==> src/rtl/pc_fetch_pkg.sv <==
// Shared encodings for the PC/fetch sequencer: next-PC selects, FSM states and fixed vectors.
`timescale 1ns/1ps
package pc_fetch_pkg;
  localparam logic [1:0]  PC_SEQ  = 2'b00;
  localparam logic [1:0]  PC_BR   = 2'b01;
  localparam logic [1:0]  PC_JAL  = 2'b10;
  localparam logic [1:0]  PC_JALR = 2'b11;

  localparam logic [1:0]  IDLE    = 2'b00;
  localparam logic [1:0]  FETCH   = 2'b01;
  localparam logic [1:0]  EXEC    = 2'b10;

  localparam logic [31:0] NOP          = 32'h0000_0013;
  localparam logic [31:0] RESET_VECTOR = 32'h0000_0000;
  localparam logic [31:0] TRAP_VECTOR  = 32'h0000_0004;

  function automatic logic is_misaligned(input logic [31:0] addr);
    return (addr[1:0] != 2'b00);
  endfunction
endpackage

==> src/rtl/pc_next_logic.sv <==
// Combinational next-PC target selection with misalignment detection.
`timescale 1ns/1ps
module pc_next_logic
  import pc_fetch_pkg::*;
(
  input  logic [31:0] pc,
  input  logic [1:0]  pc_sel,
  input  logic        branch_taken,
  input  logic [31:0] imm,
  input  logic [31:0] rs1,
  output logic [31:0] next_pc,
  output logic        misaligned
);
  // Target mux; JALR clears bit 0 before the alignment test.
  always_comb begin
    next_pc = pc + 32'd4;
    case (pc_sel)
      PC_SEQ:  next_pc = pc + 32'd4;
      PC_BR: begin
        if (branch_taken) next_pc = pc + imm;
        else              next_pc = pc + 32'd4;
      end
      PC_JAL:  next_pc = pc + imm;
      PC_JALR: next_pc = (rs1 + imm) & ~32'h0000_0001;
      default: next_pc = pc + 32'd4;
    endcase
    misaligned = is_misaligned(next_pc);
  end
endmodule

==> src/rtl/pc_fetch_unit.sv <==
// Architectural PC register and IDLE/FETCH/EXEC fetch sequencer for the multi-cycle core.
`timescale 1ns/1ps
module pc_fetch_unit
  import pc_fetch_pkg::*;
(
  input  logic        PCU_Clk,
  input  logic        PCU_Reset,
  input  logic        PCU_Advance,
  input  logic        PCU_Stall,
  input  logic [1:0]  PCU_PcSel,
  input  logic        PCU_BranchTaken,
  input  logic [31:0] PCU_Imm,
  input  logic [31:0] PCU_Rs1,
  input  logic        PCU_IfAck,
  input  logic [31:0] PCU_IfData,
  output logic        PCU_IfReq,
  output logic [31:0] PCU_IfAddr,
  output logic [31:0] PCU_Pc,
  output logic [31:0] PCU_PcPlus4,
  output logic [31:0] PCU_Instr,
  output logic        PCU_InstrValid,
  output logic        PCU_Misaligned
);
  logic [1:0]  state_r;
  logic [31:0] pc_r;
  logic [31:0] instr_r;
  logic        if_req_r;
  logic        instr_valid_r;
  logic        misaligned_r;
  logic [31:0] next_pc_s;
  logic        next_mis_s;

  pc_next_logic u_next (
    .pc           (pc_r),
    .pc_sel       (PCU_PcSel),
    .branch_taken (PCU_BranchTaken),
    .imm          (PCU_Imm),
    .rs1          (PCU_Rs1),
    .next_pc      (next_pc_s),
    .misaligned   (next_mis_s)
  );

  // Sequencer; IfReq is registered so it rises together with entry into FETCH.
  always_ff @(posedge PCU_Clk) begin
    if (!PCU_Reset) begin
      state_r       <= IDLE;
      pc_r          <= RESET_VECTOR;
      instr_r       <= NOP;
      if_req_r      <= 1'b0;
      instr_valid_r <= 1'b0;
      misaligned_r  <= 1'b0;
    end else begin
      misaligned_r <= 1'b0;
      case (state_r)
        IDLE: begin
          state_r  <= FETCH;
          if_req_r <= 1'b1;
        end
        FETCH: begin
          if (PCU_IfAck) begin
            instr_r       <= PCU_IfData;
            instr_valid_r <= 1'b1;
            if_req_r      <= 1'b0;
            state_r       <= EXEC;
          end
        end
        EXEC: begin
          if (PCU_Advance && !PCU_Stall) begin
            pc_r          <= next_mis_s ? TRAP_VECTOR : next_pc_s;
            misaligned_r  <= next_mis_s;
            instr_valid_r <= 1'b0;
            if_req_r      <= 1'b1;
            state_r       <= FETCH;
          end
        end
        default: begin
          state_r       <= IDLE;
          if_req_r      <= 1'b0;
          instr_valid_r <= 1'b0;
        end
      endcase
    end
  end

  assign PCU_IfReq      = if_req_r;
  assign PCU_IfAddr     = pc_r;
  assign PCU_Pc         = pc_r;
  assign PCU_PcPlus4    = pc_r + 32'd4;
  assign PCU_Instr      = instr_r;
  assign PCU_InstrValid = instr_valid_r;
  assign PCU_Misaligned = misaligned_r;
endmodule

==> config.mk <==
export PLATFORM = sky130hd
export DESIGN_NAME = pc_fetch_unit
export DESIGN_NICKNAME = d
export VERILOG_FILES = /design/src/rtl/pc_fetch_pkg.sv /design/src/rtl/pc_next_logic.sv /design/src/rtl/pc_fetch_unit.sv
export SDC_FILE = /design/constraint.sdc
export NUM_CORES = 1
export LEC_CHECK = 0
export ABC_AREA = 1
export CORE_ASPECT_RATIO = 0.75
export CORE_MARGIN = 2
export CORE_UTILIZATION = 40
export DETAILED_ROUTE_END_ITERATION = 10
export MAX_ROUTING_LAYER = met4
export PLACE_DENSITY = 0.65
export REMOVE_ABC_BUFFERS = 1
export SETUP_SLACK_MARGIN = 0.4
export SLEW_MARGIN = 20
export SYNTH_ARGS = -nofsm -noshare
export SYNTH_HDL_FRONTEND = slang
export SYNTH_SLANG_ARGS = --single-unit
==> constraint.sdc <==
create_clock -name PCU_Clk -period 4.1 [get_ports PCU_Clk]
set_clock_uncertainty 0.1 [all_clocks]
set_input_delay 0.615 -clock PCU_Clk [delete_from_list [all_inputs] [get_ports PCU_Clk]]
set_output_delay 0.615 -clock PCU_Clk [all_outputs]
set_load 0.01 [all_outputs]
==> metrics.txt, run 1 <==
status=finished, final reports clean; crit end category=primary output; starting density of the core=40.8%; Post-DP HPWL=approximately 28000 um; Worst Path Required=3.38 ns; worst hold slack=0.361 ns; Yosys top cell by area=nand2_1; most frequent cells after synthesis=nand2_1, inv_1, nor2_1, nand3_1, a21oi_1; io pins=235; Final #Nets=approximately 2000; Die Y=approximately 130 um; Reg-to-Reg Start=PCU_IfAddr[0]; Post-synth top flop=dfxtp_1; core footprint=21200 um2; hold path endpoint=PCU_Instr[0]; vias in the first global route=9820; via count=10346; max-slew violation count=0; clock edge transition at the registers on the reported setup and hold paths=0.05 ns; area growth from synthesis to layout=31.6%; Fill cells=2247; clock share of power=38.4%; sw frac=~32%; Power Dens Cells=208 nW/um2; initial DRC count=814; max-cap violations=0; CP Launch Type=register; layout cells sized above 1=3.27%; Via density=4.94; Yosys cell types=42; pin count of the biggest net entering global routing=38; hold_buf cts=0; drt drc=0; Least-Margin Pin Slew=1.05 ns; Die ar.=22800 um2; Seq cells post-synth=68; Worst slew margin=29.4%; first drt pass iteration count=6; Sequential Power Share=roughly 30%; number of synthesized flops with an enable pin=0; Comb pwr share=between 30% and 40%; register area share after synthesis=15.7%; FP Rows=46; Final Hold Fails=0; # Post-CTS Setup Buffers=0; internal power=1.61 mW; R2R setup slack=1.50 ns; worst setup path startpoint=PCU_IfAddr[3]; gr usage total=between 20% and 30%; post_cts resized=0; CP arrival=about 2.8 ns; Placed Cells=2078; leakage=5.94 nW; Setup CP Type=register to primary output; routability cong.=approximately 0.95; Port Buffers=234; hold wc startpoint=PCU_Instr[0]; fin crit share=~84%; worst-skew pair later-pin latency=0.33 ns; reg-to-reg endpoint=PCU_IfAddr[2]; Total Power=2.37 mW; Antenna Violating Nets Remaining=0; Mapped Cells=1610; cts bufs inserted=9; Cell Area, Synth=8650 um2; H-tree Lvls=3; CTS Sinks=68; most common cell in the synthesized netlist=nand2_1; synth warn=0; width of the die=174 um; syn_area_per_cell=5.37 um2; WL/cell=16.0 um; Async SR Flop Fraction=0%; final setup violation count=0; cell count of the worst reg-to-reg path=11; Max Freq=0.289 GHz; initial antenna violation count=0; Switch Pwr=around 760 uW; worst hold path type=register to register; final wirelength=33500 um; Fin Setup TNS=0 ns; Finished Layout Cells=roughly 2100; hold path depth=2; minimum clock period=3.46 ns; CTS max path bufs=2; CTS tree=done; first-pass GRT wire length=52000 um; Max IR drop VDD=~0.00020 V; clk root buf=clkbuf_16; total gr overflow=0; RSZ-0062 raised after global routing=no; largest cells by area after synthesis=nand2_1, dfxtp_1, inv_1; critical path peak fanout=7; Diodes inserted=0; top cell type's share of synthesized area=25.9%
## worst max-delay path by stage
stage                            to  slack (ns)  cells past startpoint
finish              PCU_PcPlus4[18]        0.64                      9
global route        PCU_PcPlus4[18]        0.48                      9
CTS                 PCU_PcPlus4[18]        0.54                      9
detailed placement    PCU_IfAddr[2]        0.78                     11
global placement     PCU_IfAddr[24]        0.84                     16
floorplan            PCU_InstrValid        1.16                      6
## flip-flops by register name, indices dropped and copies added, names as in the netlist
name and count:
PCU_IfAddr 32, state_r 2, PCU_Instr 32, PCU_Misaligned 1
PCU_InstrValid 1
## final cells by class
class / instances / area, um2 / area share, %
repair buffers: 240 / 2390 / 21.0
flip-flops and latches: 68 / 1360 / 12.0
clock inverters: 6 / 111 / 0.979
inverters: 282 / 1060 / 9.30
well taps: 288 / 360 / 3.17
clock buffers: 10 / 239 / 2.10
multi-input cells: 1200 / 5860 / 51.5
## per-layer routing
metal,GRT usage (%),part of all wire [%],up-vias
met3,5.96,9.1,29
met5,-,0,-
met2,43.6,41,398
met1,41.4,49,4598
met4,6.07,1.4,0
li1,-,-,5321
## power groups by stage
stage / clock network [mW] / registers (mW) / logic, mW
3_3_place_gp: 0 / 0.721 / 0.738
2_1_floorplan: 0 / 0.733 / 0.399
5_1_grt: 0.953 / 0.713 / 0.833
6_report: 0.911 / 0.709 / 0.752
4_1_cts: 0.930 / 0.709 / 0.741
3_5_place_dp: 0 / 0.722 / 0.737
## cells in the final DEF, fill, tap and decap left out, types with 6 or more instances in the layout
master           count
ha_1                62
clkdlybuf4s50_1    234
xor2_1              17
o21ai_0             49
nand3b_1             8
inv_1              270
nand3_1            122
nor3_1               9
a21oi_1             82
xnor2_1             15
buf_4                6
nand2_1            596
nand4_1              8
dfxtp_1             67
nor2_1             175
inv_2                9
clkbuf_16            9
## logic make-up (layout without fill, tap and decap cells)
family	Yosys count	count (layout)	share of synthesized area [%]
buffers and inverters	342	538	16.5
adder cells (fa/ha/maj)	64	64	9.43
XOR/XNOR	32	32	3.24
flip-flops	68	68	15.7
AO/OA/AOI/OAI	155	155	9.81
AND/OR/NAND/NOR	949	949	45.3
## critical path: stages, from the launching register on
cell,delay [ns]
dfxtp_1,0.52
ha_1,0.27
nand3_2,0.17
nor2_4,0.23
nand2_4,0.11
nor2_8,0.14
nand2_2,0.06
xor2_1,0.32
inv_1,0.07
clkdlybuf4s50_1,0.51
## through the flow
stage / util [%] / worst slack, ns / area (um2)
2_1_floorplan: - / 1.16 / 8280
3_3_place_gp: 52.1 / 0.842 / 11000
3_5_place_dp: 52.1 / 0.779 / 11000
4_1_cts: 53.7 / 0.540 / 11400
5_1_grt: 53.7 / 0.484 / 11400
6_report: 53.7 / 0.636 / 11400
Power figures use the tool's default switching activity.
==> run 2: changes to the inputs <==
==> constraint.sdc (replaced) <==
create_clock -name PCU_Clk -period 3.2 [get_ports PCU_Clk]
set_clock_uncertainty 0.1 [all_clocks]
set_input_delay 0.48 -clock PCU_Clk [delete_from_list [all_inputs] [get_ports PCU_Clk]]
set_output_delay 0.48 -clock PCU_Clk [all_outputs]
set_load 0.01 [all_outputs]
==> run 2 against run 1 <==
Via count grew 3.0%. Critical path depth is the same. Global-route usage grew 1.5 points. Setup slack lost 0.23 ns. Final area grew 4.4%. Utilization grew 2.4 points. Routed wire length grew 4.7%. Die area is the same. Clock-buffer cell count shrank 1. Non-clock buffer count grew 44. Sequential power grew 26%. Largest power group unchanged.
==> metrics.txt, run 2 (same netlist as run 1, synthesis figures left out) <==
Worst Path Required=2.62 ns; Antenna Violating Nets Remaining=0; initial antenna violation count=0; Die Y=~130 um; core footprint=21200 um2; width of the die=174 um; WL/cell=16.4 um; max-slew violation count=0; Total Power=2.92 mW; hold wc startpoint=PCU_Instr[1]; critical path, cell by cell=ha_2 > nand3_4 > nor2_4 > nand2_4 > nor3_4 > or2_2 > nand2_1 > inv_1 > clkdlybuf4s50_1; FP Rows=46; Fin Setup TNS=0 ns; critical path peak fanout=4; vias in the first global route=9933; slowest cell delay on critical path=0.52 ns; clock edge transition at the registers on the reported setup and hold paths=0.06 ns; cell count of the worst reg-to-reg path=13; Max IR drop VDD=0.000289 V; Power Dens Cells=around 250 nW/um2; reg-to-reg endpoint=PCU_IfAddr[9]; clock share of power=about a third; total gr overflow=0; Final Hold Fails=0; final setup violation count=0; starting density of the core=40.8%; R2R setup slack=0.68 ns; Worst slew margin=a little under three fifths; Max Freq=0.358 GHz; gr usage total=30.9%; Comb pwr share=34.1%; drt drc=0; minimum clock period=between 2 and 3 ns; hold path endpoint=PCU_Instr[1]; cts bufs inserted=9; most common cell after layout, fill and taps aside=nand2_1; layout cells sized above 1=8.38%; CTS tree=done; CTS Sinks=68; RSZ-0062 raised after global routing=yes; initial DRC count=891; Post-DP HPWL=28800 um; first-pass GRT wire length=53800 um; worst hold path type=register to register; Reg-to-Reg Start=PCU_IfAddr[2]; hold_buf cts=0; area growth from synthesis to layout=37.4%; crit end category=primary output; final wirelength=roughly 35000 um; via count=between 10000 and 15000; Diodes inserted=0; pin count of the biggest net entering global routing=35; Die ar.=roughly 23000 um2; clk root buf=clkbuf_16; routability cong.=0.979; Port Buffers=between 200 and 250; Switch Pwr=about 1.0 mW; CP Launch Type=register; leakage=6.33 nW; most frequent cells in the layout=nand2_1, inv_1, clkdlybuf4s50_1, nor2_1, nand3_1; internal power=1.89 mW; Least-Margin Pin Slew=approximately 0.66 ns; CTS max path bufs=2; first drt pass iteration count=5; Via density=4.99; status=finished, final reports clean; sw frac=between 30% and 40%; max-cap violations=0; io pins=235; fin crit share=87.3%; worst-skew pair later-pin latency=0.34 ns; Sequential Power Share=between 30% and 40%; slowest stage cell, crit path=clkdlybuf4s50_1; Setup CP Type=register to primary output; CP arrival=2.21 ns; H-tree Lvls=3; Final #Nets=2013; hold path depth=2
-- run 2: worst max path at each step --
stage / start / end / slack [ns] / cells after the start
after floorplan: PCU_IfAck / PCU_InstrValid / 0.39 / 6
final: PCU_IfAddr[3] / PCU_PcPlus4[30] / 0.41 / 9
after CTS: PCU_IfAddr[2] / PCU_PcPlus4[18] / 0.31 / 9
after global placement: PCU_Imm[1] / PCU_IfAddr[28] / 0.13 / 15
after detailed placement: PCU_Imm[1] / PCU_IfAddr[8] / 0.15 / 13
after global routing: PCU_IfAddr[3] / PCU_PcPlus4[31] / 0.31 / 9
-- run 2: power by group through the flow --
stage	combinational, mW	sequential [mW]	clock, mW
detailed placement	0.969	0.922	0
global route	1.10	0.900	1.09
floorplan	0.512	0.939	0
CTS	0.975	0.901	1.05
finish	0.995	0.896	1.03
global placement	0.968	0.922	0
-- run 2: metrics by stage --
stage | instances | worst slack, ns | cell area (um2) | hold WS (ns) | util [%]
after global routing | 2137 | 0.306 | 11900 | 0.392 | 56.1
final | 2137 | 0.407 | 11900 | 0.365 | 56.1
after floorplan | 1550 | 0.393 | 8280 | 0.391 | -
after detailed placement | 2105 | 0.150 | 11200 | 0.343 | 53.0
after CTS | 2121 | 0.307 | 11600 | 0.361 | 54.9
after global placement | 2105 | 0.133 | 11200 | 0.340 | 53.0
-- run 2: layout make-up --
cell class / count / area (um2)
Clock inverter: 6 / 66.3
Multi-Input combinational cell: 1200 / 6040
Fill cell: 2214 / 9300
Clock buffer: 9 / 225
Tap cell: 288 / 360
Inverter: 282 / 1060
Sequential cell: 68 / 1420
Timing Repair Buffer: 284 / 2710
-- run 2: metal layers --
layer	GRT usage [%]	vias up	wire, um
met3	10.4	35	4060
met1	42.7	4745	16400
li1	-	5421	-
met4	6.35	0	580
met5	-	-	0
met2	43.6	454	14000
-- run 2: what timing repair did --
item	in CTS	in global routing
resized for setup	45	50
pin swaps	2	8
gates cloned	0	1
setup buffers	1	15
setup endpoints to repair	21	40
-- run 2: critical path, delay by kind of cell, from the launching register on --
family,cells,cell delay (ns)
fa+ha+maj,1,0.21
simple gates,6,0.74
flops,1,0.34
buf+inv,2,0.57
==> run 3: changes to the inputs <==
--- a/config.mk
+++ b/config.mk
@@ -7,11 +7,11 @@
 export LEC_CHECK = 0
 export ABC_AREA = 1
 export CORE_ASPECT_RATIO = 0.75
-export CORE_MARGIN = 2
-export CORE_UTILIZATION = 40
+export CORE_UTILIZATION = 35
 export DETAILED_ROUTE_END_ITERATION = 10
+export GPL_TIMING_DRIVEN = 0
 export MAX_ROUTING_LAYER = met4
-export PLACE_DENSITY = 0.65
+export PLACE_DENSITY = 0.58
 export REMOVE_ABC_BUFFERS = 1
 export SETUP_SLACK_MARGIN = 0.4
 export SLEW_MARGIN = 20
==> run 3 against run 2 <==
Sequential share of layout area grew 0.32 points. Sequential cell count is the same. Sequential power shrank 0.7%. Routed wire length shrank 3.9%. Combinational power shrank 0.9%. Setup slack lost 0.054 ns. Critical endpoint is now PCU_PcPlus4[18]. Highest routed layer unchanged.
==> metrics.txt, run 3 (same netlist as run 1, synthesis figures left out) <==
worst setup path startpoint=PCU_IfAddr[3]; Diodes inserted=0; CTS max path bufs=2; worst hold path type=register to register; initial antenna violation count=0; Via density=4.87; Die Y=~140 um; H-tree Lvls=3; via count=~10000; clk root buf=clkbuf_16; gr usage total=between 20 and 30%; Final #Nets=1984; CP Launch Type=register; final wirelength=~34000 um; Port Buffers=234; Max IR drop VDD=0.000233 V; starting density of the core=35.9%; CP endpoint=PCU_PcPlus4[18]; Final Hold Fails=0; first-pass GRT wire length=51100 um; Worst slew margin=31.1%; Antenna Violating Nets Remaining=0; Fin Setup TNS=0 ns; Post-DP HPWL=approximately 28000 um; Placed Cells=2115; initial DRC count=between 800 and 900; leakage=6.30 nW; io pins=235; worst hold slack=approximately 0.36 ns; drt drc=0; final setup violation count=0; cell count of the worst reg-to-reg path=10; fin util=between 40 and 50%; clock edge transition at the registers on the reported setup and hold paths=0.06 ns; Reg-to-Reg Start=PCU_IfAddr[0]; vias in the first global route=between 9000 and 10000; core footprint=24100 um2; max-slew violation count=0; worst-skew pair later-pin latency=0.34 ns; CTS Sinks=68; layout cells sized above 1=8.18%; Worst Path Required=roughly 2.6 ns; Setup CP Type=register to primary output; Die ar.=25300 um2; routability cong.=0.949; Max Freq=~0.35 GHz; width of the die=183 um; dpl cell area=11000 um2; pin count of the biggest net entering global routing=38; minimum clock period=2.85 ns; status=finished, final reports clean; R2R setup slack=0.77 ns; most frequent cells in the layout=nand2_1, inv_1, clkdlybuf4s50_1, nor2_1, nand3_1; FP Rows=49; critical path peak fanout=6; Power Dens Cells=~250 nW/um2; first drt pass iteration count=6; Least-Margin Pin Slew=1.03 ns; most common cell after layout, fill and taps aside=nand2_1; max-cap violations=0; RSZ-0062 raised after global routing=yes; reg-to-reg endpoint=PCU_IfAddr[15]; cts bufs inserted=9; crit end category=primary output; total gr overflow=0; area growth from synthesis to layout=38.0%; cell area after layout=11900 um2; WL/cell=15.6 um; CP arrival=2.27 ns; CTS tree=done; Finished Layout Cells=~2200; fin crit share=89.0%
==> run 3: cell types whose count changed in the layout (fill, tap and decap cells not counted), moves of 6 or more <==
cell | before | now
dlymetal6s2s_1 | 3 | 10
ha_1 | 61 | 53
nand2_1 | 589 | 582
buf_4 | 47 | 19
dfxtp_1 | 49 | 40
ha_4 | 0 | 7
nand2_2 | 11 | 17
dfxtp_4 | 12 | 25
==> run 3: final cells by class <==
class	count	area (um2)
fill	2569	12200
multi-input combinational	1201	6160
timing repair buffer	254	2510
sequential	68	1460
inverter	282	1060
tap	331	414
clock buffer	10	239
clock inverter	6	87.6
==> run 3: metrics by stage <==
stage / setup slack (ns) / power (mW)
6_report: 0.353 / 2.96
5_1_grt: 0.248 / 3.13
4_1_cts: 0.286 / 2.96
3_5_place_dp: -0.669 / 1.87
3_3_place_gp: -1.65 / 1.87
2_1_floorplan: 0.393 / 1.45
==> run 3: how the worst min path moves through the flow <==
stage / start / end / slack (ns) / cells after the start
after floorplan: PCU_Instr[0] / PCU_Instr[0] / 0.39 / 2
after global placement: PCU_Instr[1] / PCU_Instr[1] / 0.34 / 2
after detailed placement: PCU_Instr[1] / PCU_Instr[1] / 0.35 / 2
after CTS: PCU_Instr[1] / PCU_Instr[1] / 0.36 / 2
after global routing: PCU_Instr[1] / PCU_Instr[1] / 0.38 / 2
final: PCU_Instr[1] / PCU_Instr[1] / 0.36 / 2
==> run 3: layer usage <==
layer,GRT usage (%),wire [um],vias to the layer above
met5,-,0,-
met4,4.52,302,0
met3,4.77,2710,26
met2,39.0,14000,377
met1,38.6,16700,4729
li1,-,-,5358
==> run 3: worst max-delay path: stages (launching register included) <==
cell             delay, ns
dfxtp_4               0.38
ha_4                  0.15
nand3_4               0.13
nor2_4                0.15
nand2_4               0.11
nor2_8                0.14
nand2_2               0.08
xor2_2                0.17
inv_1                 0.06
clkdlybuf4s50_1       0.55
==> run 3: report_power, final <==
part           leakage, nW  internal (mW)  switching (mW)
registers            0.575          0.864          0.0256
logic                 5.56          0.409           0.578
clock network        0.162          0.703           0.385
==> run 3: what timing repair did <==
action / CTS / global route
hold buffers: 0 / 0
gates resized for setup: 64 / 67
endpoints found under the hold margin: 0 / 0
setup endpoints to repair: 88 / 47
pin swaps: 5 / 4
buffers inserted: 9 / 11
cloned: 1 / 0
